==> src/rtl/vram_arb_pkg.sv <==
// Shared VRAM arbitration types: read-owner tags, counter width and default bus widths.
// The default ADDR_W/DATA_W are also used by the display fetch unit.
package vram_arb_pkg;

  localparam int unsigned VRAM_ADDR_W = 16;
  localparam int unsigned VRAM_DATA_W = 16;

  // Starvation counter width; covers the full legal BURST_MAX range 1..255.
  localparam int unsigned CNT_W = 8;

  localparam int unsigned OWN_W = 2;

  typedef enum logic [OWN_W-1:0] {
    OWN_NONE = 2'd0,
    OWN_DISP = 2'd1,
    OWN_CORE = 2'd2
  } own_e;

  // Owner of the read accepted this edge. Writes and idle cycles tag as NONE.
  function automatic own_e read_owner(input logic disp_ack, input logic core_ack,
                                      input logic core_we);
    own_e owner;
    owner = OWN_NONE;
    if (disp_ack) begin
      owner = OWN_DISP;
    end else if (core_ack && !core_we) begin
      owner = OWN_CORE;
    end
    return owner;
  endfunction

endpackage

==> src/rtl/vram_arb_grant.sv <==
// Grant logic for the VRAM arbiter: display priority, optional core starvation guard.
// The guard is built only when VRAM_ARB_STARVE_GUARD_EN is defined.
module vram_arb_grant
  import vram_arb_pkg::*;
#(
  parameter int unsigned BURST_MAX = 8
) (
  input  logic clk,
  input  logic rst_n,
  input  logic i_disp_req,
  input  logic i_core_req,
  output logic o_disp_ack,
  output logic o_core_ack
);

  logic w_guard;

`ifdef VRAM_ARB_STARVE_GUARD_EN
  logic [CNT_W-1:0] r_cnt;

  assign w_guard = (r_cnt == CNT_W'(BURST_MAX));

  // Counts display wins while the core is kept waiting; any core accept or idle core resets it.
  always_ff @(posedge clk or negedge rst_n) begin
    if (!rst_n) begin
      r_cnt <= '0;
    end else if (!i_core_req || o_core_ack) begin
      r_cnt <= '0;
    end else if (o_disp_ack) begin
      r_cnt <= r_cnt + CNT_W'(1);
    end
  end
`else
  logic w_unused_cfg;

  assign w_guard      = 1'b0;
  assign w_unused_cfg = clk ^ (^BURST_MAX);
`endif

  // Acks are gated by rst_n so nothing is accepted while reset is asserted.
  always_comb begin
    o_disp_ack = rst_n & i_disp_req & ~(i_core_req & w_guard);
    o_core_ack = rst_n & i_core_req & (~i_disp_req | w_guard);
  end

endmodule

==> src/rtl/vram_arbiter.sv <==
// Single-port VRAM arbiter between core load/store bus and VGA display fetch.
// Optional starvation guard: define VRAM_ARB_STARVE_GUARD_EN.
module vram_arbiter
  import vram_arb_pkg::*;
#(
  parameter int unsigned ADDR_W    = VRAM_ADDR_W,
  parameter int unsigned DATA_W    = VRAM_DATA_W,
  parameter int unsigned BURST_MAX = 8
) (
  input  logic              clk,
  input  logic              rst_n,
  input  logic              i_disp_req,
  input  logic [ADDR_W-1:0] i_disp_addr,
  output logic              o_disp_ack,
  output logic              o_disp_rvalid,
  output logic [DATA_W-1:0] o_disp_rdata,
  input  logic              i_core_req,
  input  logic              i_core_we,
  input  logic [ADDR_W-1:0] i_core_addr,
  input  logic [DATA_W-1:0] i_core_wdata,
  output logic              o_core_ack,
  output logic              o_core_rvalid,
  output logic [DATA_W-1:0] o_core_rdata,
  output logic              o_ram_en,
  output logic              o_ram_we,
  output logic [ADDR_W-1:0] o_ram_addr,
  output logic [DATA_W-1:0] o_ram_wdata,
  input  logic [DATA_W-1:0] i_ram_rdata
);

  logic              w_disp_ack;
  logic              w_core_ack;
  logic              r_ram_en;
  logic              r_ram_we;
  logic [ADDR_W-1:0] r_ram_addr;
  logic [DATA_W-1:0] r_ram_wdata;
  own_e              r_tag1;
  own_e              r_tag2;

  vram_arb_grant #(
    .BURST_MAX (BURST_MAX)
  ) u_grant (
    .clk        (clk),
    .rst_n      (rst_n),
    .i_disp_req (i_disp_req),
    .i_core_req (i_core_req),
    .o_disp_ack (w_disp_ack),
    .o_core_ack (w_core_ack)
  );

  // Command registers plus the 2-stage owner tag pipe. Stage 2 lines up with RAM read data.
  always_ff @(posedge clk or negedge rst_n) begin
    if (!rst_n) begin
      r_ram_en    <= 1'b0;
      r_ram_we    <= 1'b0;
      r_ram_addr  <= '0;
      r_ram_wdata <= '0;
      r_tag1      <= OWN_NONE;
      r_tag2      <= OWN_NONE;
    end else begin
      r_ram_en <= w_disp_ack | w_core_ack;
      if (w_disp_ack) begin
        r_ram_we    <= 1'b0;
        r_ram_addr  <= i_disp_addr;
        r_ram_wdata <= '0;
      end else if (w_core_ack) begin
        r_ram_we    <= i_core_we;
        r_ram_addr  <= i_core_addr;
        r_ram_wdata <= i_core_we ? i_core_wdata : '0;
      end else begin
        r_ram_we <= 1'b0;
      end
      r_tag1 <= read_owner(w_disp_ack, w_core_ack, i_core_we);
      r_tag2 <= r_tag1;
    end
  end

  always_comb begin
    o_disp_ack    = w_disp_ack;
    o_core_ack    = w_core_ack;
    o_ram_en      = r_ram_en;
    o_ram_we      = r_ram_we;
    o_ram_addr    = r_ram_addr;
    o_ram_wdata   = r_ram_wdata;
    o_disp_rvalid = (r_tag2 == OWN_DISP);
    o_core_rvalid = (r_tag2 == OWN_CORE);
    o_disp_rdata  = i_ram_rdata;
    o_core_rdata  = i_ram_rdata;
  end

endmodule
==> config.mk <==
export PLATFORM = sky130hd
export DESIGN_NAME = vram_arbiter
export DESIGN_NICKNAME = d
export VERILOG_FILES = /design/src/rtl/vram_arb_pkg.sv /design/src/rtl/vram_arb_grant.sv /design/src/rtl/vram_arbiter.sv
export SDC_FILE = /design/constraint.sdc
export NUM_CORES = 1
export LEC_CHECK = 0
export CORE_MARGIN = 5
export CORE_UTILIZATION = 35
export DETAILED_ROUTE_END_ITERATION = 8
export GPL_ROUTABILITY_DRIVEN = 0
export PLACE_DENSITY_LB_ADDON = 0.25
export SYNTH_ARGS = -nofsm -noshare
export SYNTH_HDL_FRONTEND = slang
export SYNTH_SLANG_ARGS = --single-unit
==> constraint.sdc <==
create_clock -name clk -period 0.81 [get_ports clk]
set_input_delay 0.081 -clock clk [delete_from_list [all_inputs] [get_ports clk]]
set_output_delay 0.081 -clock clk [all_outputs]
set_load 0.005 [all_outputs]
==> implementation parameters <==
Parameter                              Value

Status
  Run status ... complete, but fails checks
  Violations in the final reports ... hold timing, setup timing

Finish
  Layout overhead on the synthesized area ... 46.1%
  Share of cells above drive strength 1 ... 34.8%
  Count of nets after finishing ... 326
  Number of diodes added for antenna fixing ... 0
  Most common cell after layout, fill and taps aside ... clkdlybuf4s50_1
  Number of filler cells placed in the layout ... 530
  Most used cells in the layout excluding fill and tap cells ... clkdlybuf4s50_1 (48), dfrtp_1 (38), buf_2 (36), buf_4 (30)
  Final standard cell utilization of the core ... 52.6%

CTS
  Cts bufs inserted ... 5
  Clk slew on worst S/H paths ... 70 ps
  Clock Sinks ... 38
  Clock tree from TritonCTS ... yes
  Number of H-tree branching levels ... 2
  Number of hold buffers added after CTS ... 1
  Clock buffer depth ... 2
  Clock root buffer ... clkbuf_8
  Worst-skew pair later-pin latency ... 280 ps

Floorplanning
  Area of the die ... 0.00727 mm2
  Num ports ... 139
  Effective utilization at floorplan ... 36.0%
  Die width ... 85.3 um
  Chip height ... 85.3 um
  Std-Cell Rows ... 27
  Floorplan Core Area ... 0.00551 mm2

Place
  Number of port buffers ... 90
  HPWL Detailed ... 3780 um

Timing
  Worst clock skew on the final layout ... 0.211 ps
  Post-route setup slack ... -156 ps
  Final setup viols ... 42
  Unrepaired setup endpoints after global routing ... true
  Final slew viol count ... 0
  Post-route fraction of the period consumed by the critical path ... 119%
  Final-report hold violation count ... 19
  Worst-Margin Slew ... 298 ps
  Worst hold slack ... -165 ps
  Final min period ... 966 ps
  Max-slew headroom ... 80.0%
  FMAX ... 1030 MHz

Drt
  Number of iterations in the first detailed-routing pass ... 4
  Routed length per instance ... 16.3 um
  DRC violation count after routing ... 0
  Via density per instance ... 4.93
  Number of nets with antenna violations after detailed routing ... 0
  Number of DRC violations after detailed-routing iteration 0 ... 12
  Via count ... 1618
  Detailed Route WL ... 5330 um

Critical path
  Nature of the critical path startpoint ... register
  Series of cell instances along the critical path ... nor2b_1 -> buf_2
  Standard cell with the maximum stage delay on the critical path ... dfrtp_1
  Crit-path max FO ... 2
  Required @ worst endpoint ... 730 ps
  Crit Path Class ... register to primary output
  Family with the most delay on the worst path ... flip-flops
  Data arrival at the endpoint of the critical path ... 890 ps
  Type of destination of the critical path ... primary output
  Maximum cell stage delay along the critical path ... 370 ps
  CP Buf/Inv Count ... 1

Yosys
  Mapped Cells ... 168
  Largest family of logic cells by synthesized area ... simple AND/OR/NAND/NOR gates
  Synthesized-area fraction occupied by ao, oa, aoi and oai cells ... 15.5%
  Number of warnings issued by yosys ... 0
  Post-synthesis cell area ... 0.00198 mm2
  XOR/XNOR share of the synthesized area ... 0%
  Register bit count reported by yosys ... 38
  Post-synthesis share of cell area spent on full adders, half adders and majority gates ... 0%
  Net Count, Synth ... 237
  Simple-Gate Fraction of Synth Area ... 19.0%
  Share of the yosys chip area belonging to registers ... 48.0%
  Average instance area after synthesis ... 11.8 um2
  Distinct cells, synth ... 24
  Proportion of synthesized area in mux cells ... 0%

Power
  Switching component of the power ... 0.00108 W
  Share of power burned in combinational logic ... 23.4%
  Peak supply drop ... 0.832 mV
  Static Leak ... 1.36 nW
  Pwr Total ... 0.00445 W
  Design internal power ... 0.00337 W
  Proportion of power drawn by the clock network ... 28.4%
  Cell Pwr Density ... 1540 mW/mm2
  Part of the power in registers ... 48.1%
  Switching share of total power ... 24.2%

GRT
  Final global-route overflow total ... 0
  Wire length of the first global-routing pass ... 8510 um
  Vias in the first global route ... 1652
  Antenna violations before repair ... 0
  GRT Overall Usage ... 14.8%
  Largest net degree at the start of global routing ... 28

Run
  Number of maximum-capacitance constraint violations ... 0

Min path
  Path type of the worst min-delay path ... input port to asynchronous set/reset pin
[worst register-to-register path: stages, from the launching register on]
cell and delay, ps:
dfrtp_1 400, buf_4 130, a22o_1 200
[synthesized netlist by cell type, drive strengths merged]
cell type	instances	area, um2
o211a	15	150
buf	43	313
nand2b	3	18.8
nand4bb	15	169
or2	1	6.26
nand3b	15	113
nand2	1	3.75
o221ai	3	26.3
dfrtp	38	951
nor2b	2	12.5
inv	6	22.5
a221oi	1	8.76
nor4bb	1	10.0
a22o	13	114
nand4	3	18.8
nor2	1	3.75
and2	1	6.26
and4b	1	10.0
clkbuf	3	11.3
nor3	1	5.00
o21ai	1	8.76
[registers in the layout, summed over array words and instances, names as in the netlist]
register / cells
o_ram_addr: 16
o_ram_en: 1
o_ram_wdata: 16
o_ram_we: 1
r_tag1: 2
r_tag2: 2
[path summary, 6_finish.rpt]
path / from / to / slack, ps / cells after the start
max in group asynchronous: rst_n / o_ram_addr[0]$_DFFE_PN0P_ / 180 / 3
setup reg to reg: o_ram_wdata[8]$_DFFE_PN0P_ / o_ram_wdata[8]$_DFFE_PN0P_ / -30 / 2
hold / removal: rst_n / o_ram_addr[5]$_DFFE_PN0P_ / -170 / 2
hold reg to reg: r_tag1[1]$_DFF_PN0_ / r_tag2[1]$_DFF_PN0_ / 350 / 0
setup / recovery: r_tag2[0]$_DFF_PN0_ / o_disp_rvalid / -160 / 2
min in group clk: i_ram_rdata[0] / o_core_rdata[0] / 160 / 0
[cell families after synthesis]
logic type / Yosys count
simple gates: 45
flops: 38
buf+inv: 52
compound gates: 33
[power groups by stage]
| stage | Clock [W] | Sequential, W | Combinational [W] |
|---|---|---|---|
| after floorplan | 0 | 0.00219 | 0.000450 |
| after global placement | 0 | 0.00218 | 0.00112 |
| after detailed placement | 0 | 0.00218 | 0.00113 |
| after CTS | 0.00132 | 0.00214 | 0.00103 |
| after global routing | 0.00138 | 0.00216 | 0.00114 |
| final | 0.00126 | 0.00214 | 0.00104 |
[per-layer routing]
metal  vias up  GRT usage (%)  routed length (um)
met5         -              0                   0
met4         0           3.45                  53
met3        10           7.67                 566
met2        67           22.7                2410
met1       781           18.5                2300
li1        760              -                   -
[stage by stage]
stage / std cells / cell area [um2] / worst slack (ps) / TNS (ps) / hold slack [ps]
final: 328 / 2900 / -156 / -2420 / -165
after floorplan: 168 / 1990 / 9.38 / 0 / -215
after global routing: 328 / 2900 / -208 / -4180 / -156
after global placement: 312 / 2870 / -674 / -27440 / 125
after detailed placement: 312 / 2870 / -706 / -28600 / 127
after CTS: 324 / 2840 / -168 / -2830 / -159
[area by class of cell]
cell class / instances / area (um2) / area share (%)
repair buffers: 126 / 1020 / 35.2
multi-input cells: 79 / 718 / 24.8
flip-flops and latches: 38 / 951 / 32.8
well taps: 72 / 90.1 / 3.11
inverters: 6 / 27.5 / 0.950
repair inverters: 1 / 6.26 / 0.216
clock buffers: 6 / 82.6 / 2.85
[timing repair]
| action | in CTS | in global routing |
|---|---|---|
| cloned | 2 | 0 |
| gates resized for setup | 166 | 9 |
| setup buffers | 7 | 4 |
| hold endpoints to repair | 24 | 19 |
| pin swaps | 6 | 7 |
| setup endpoints to repair | 73 | 64 |
Power figures use the tool's default switching activity.
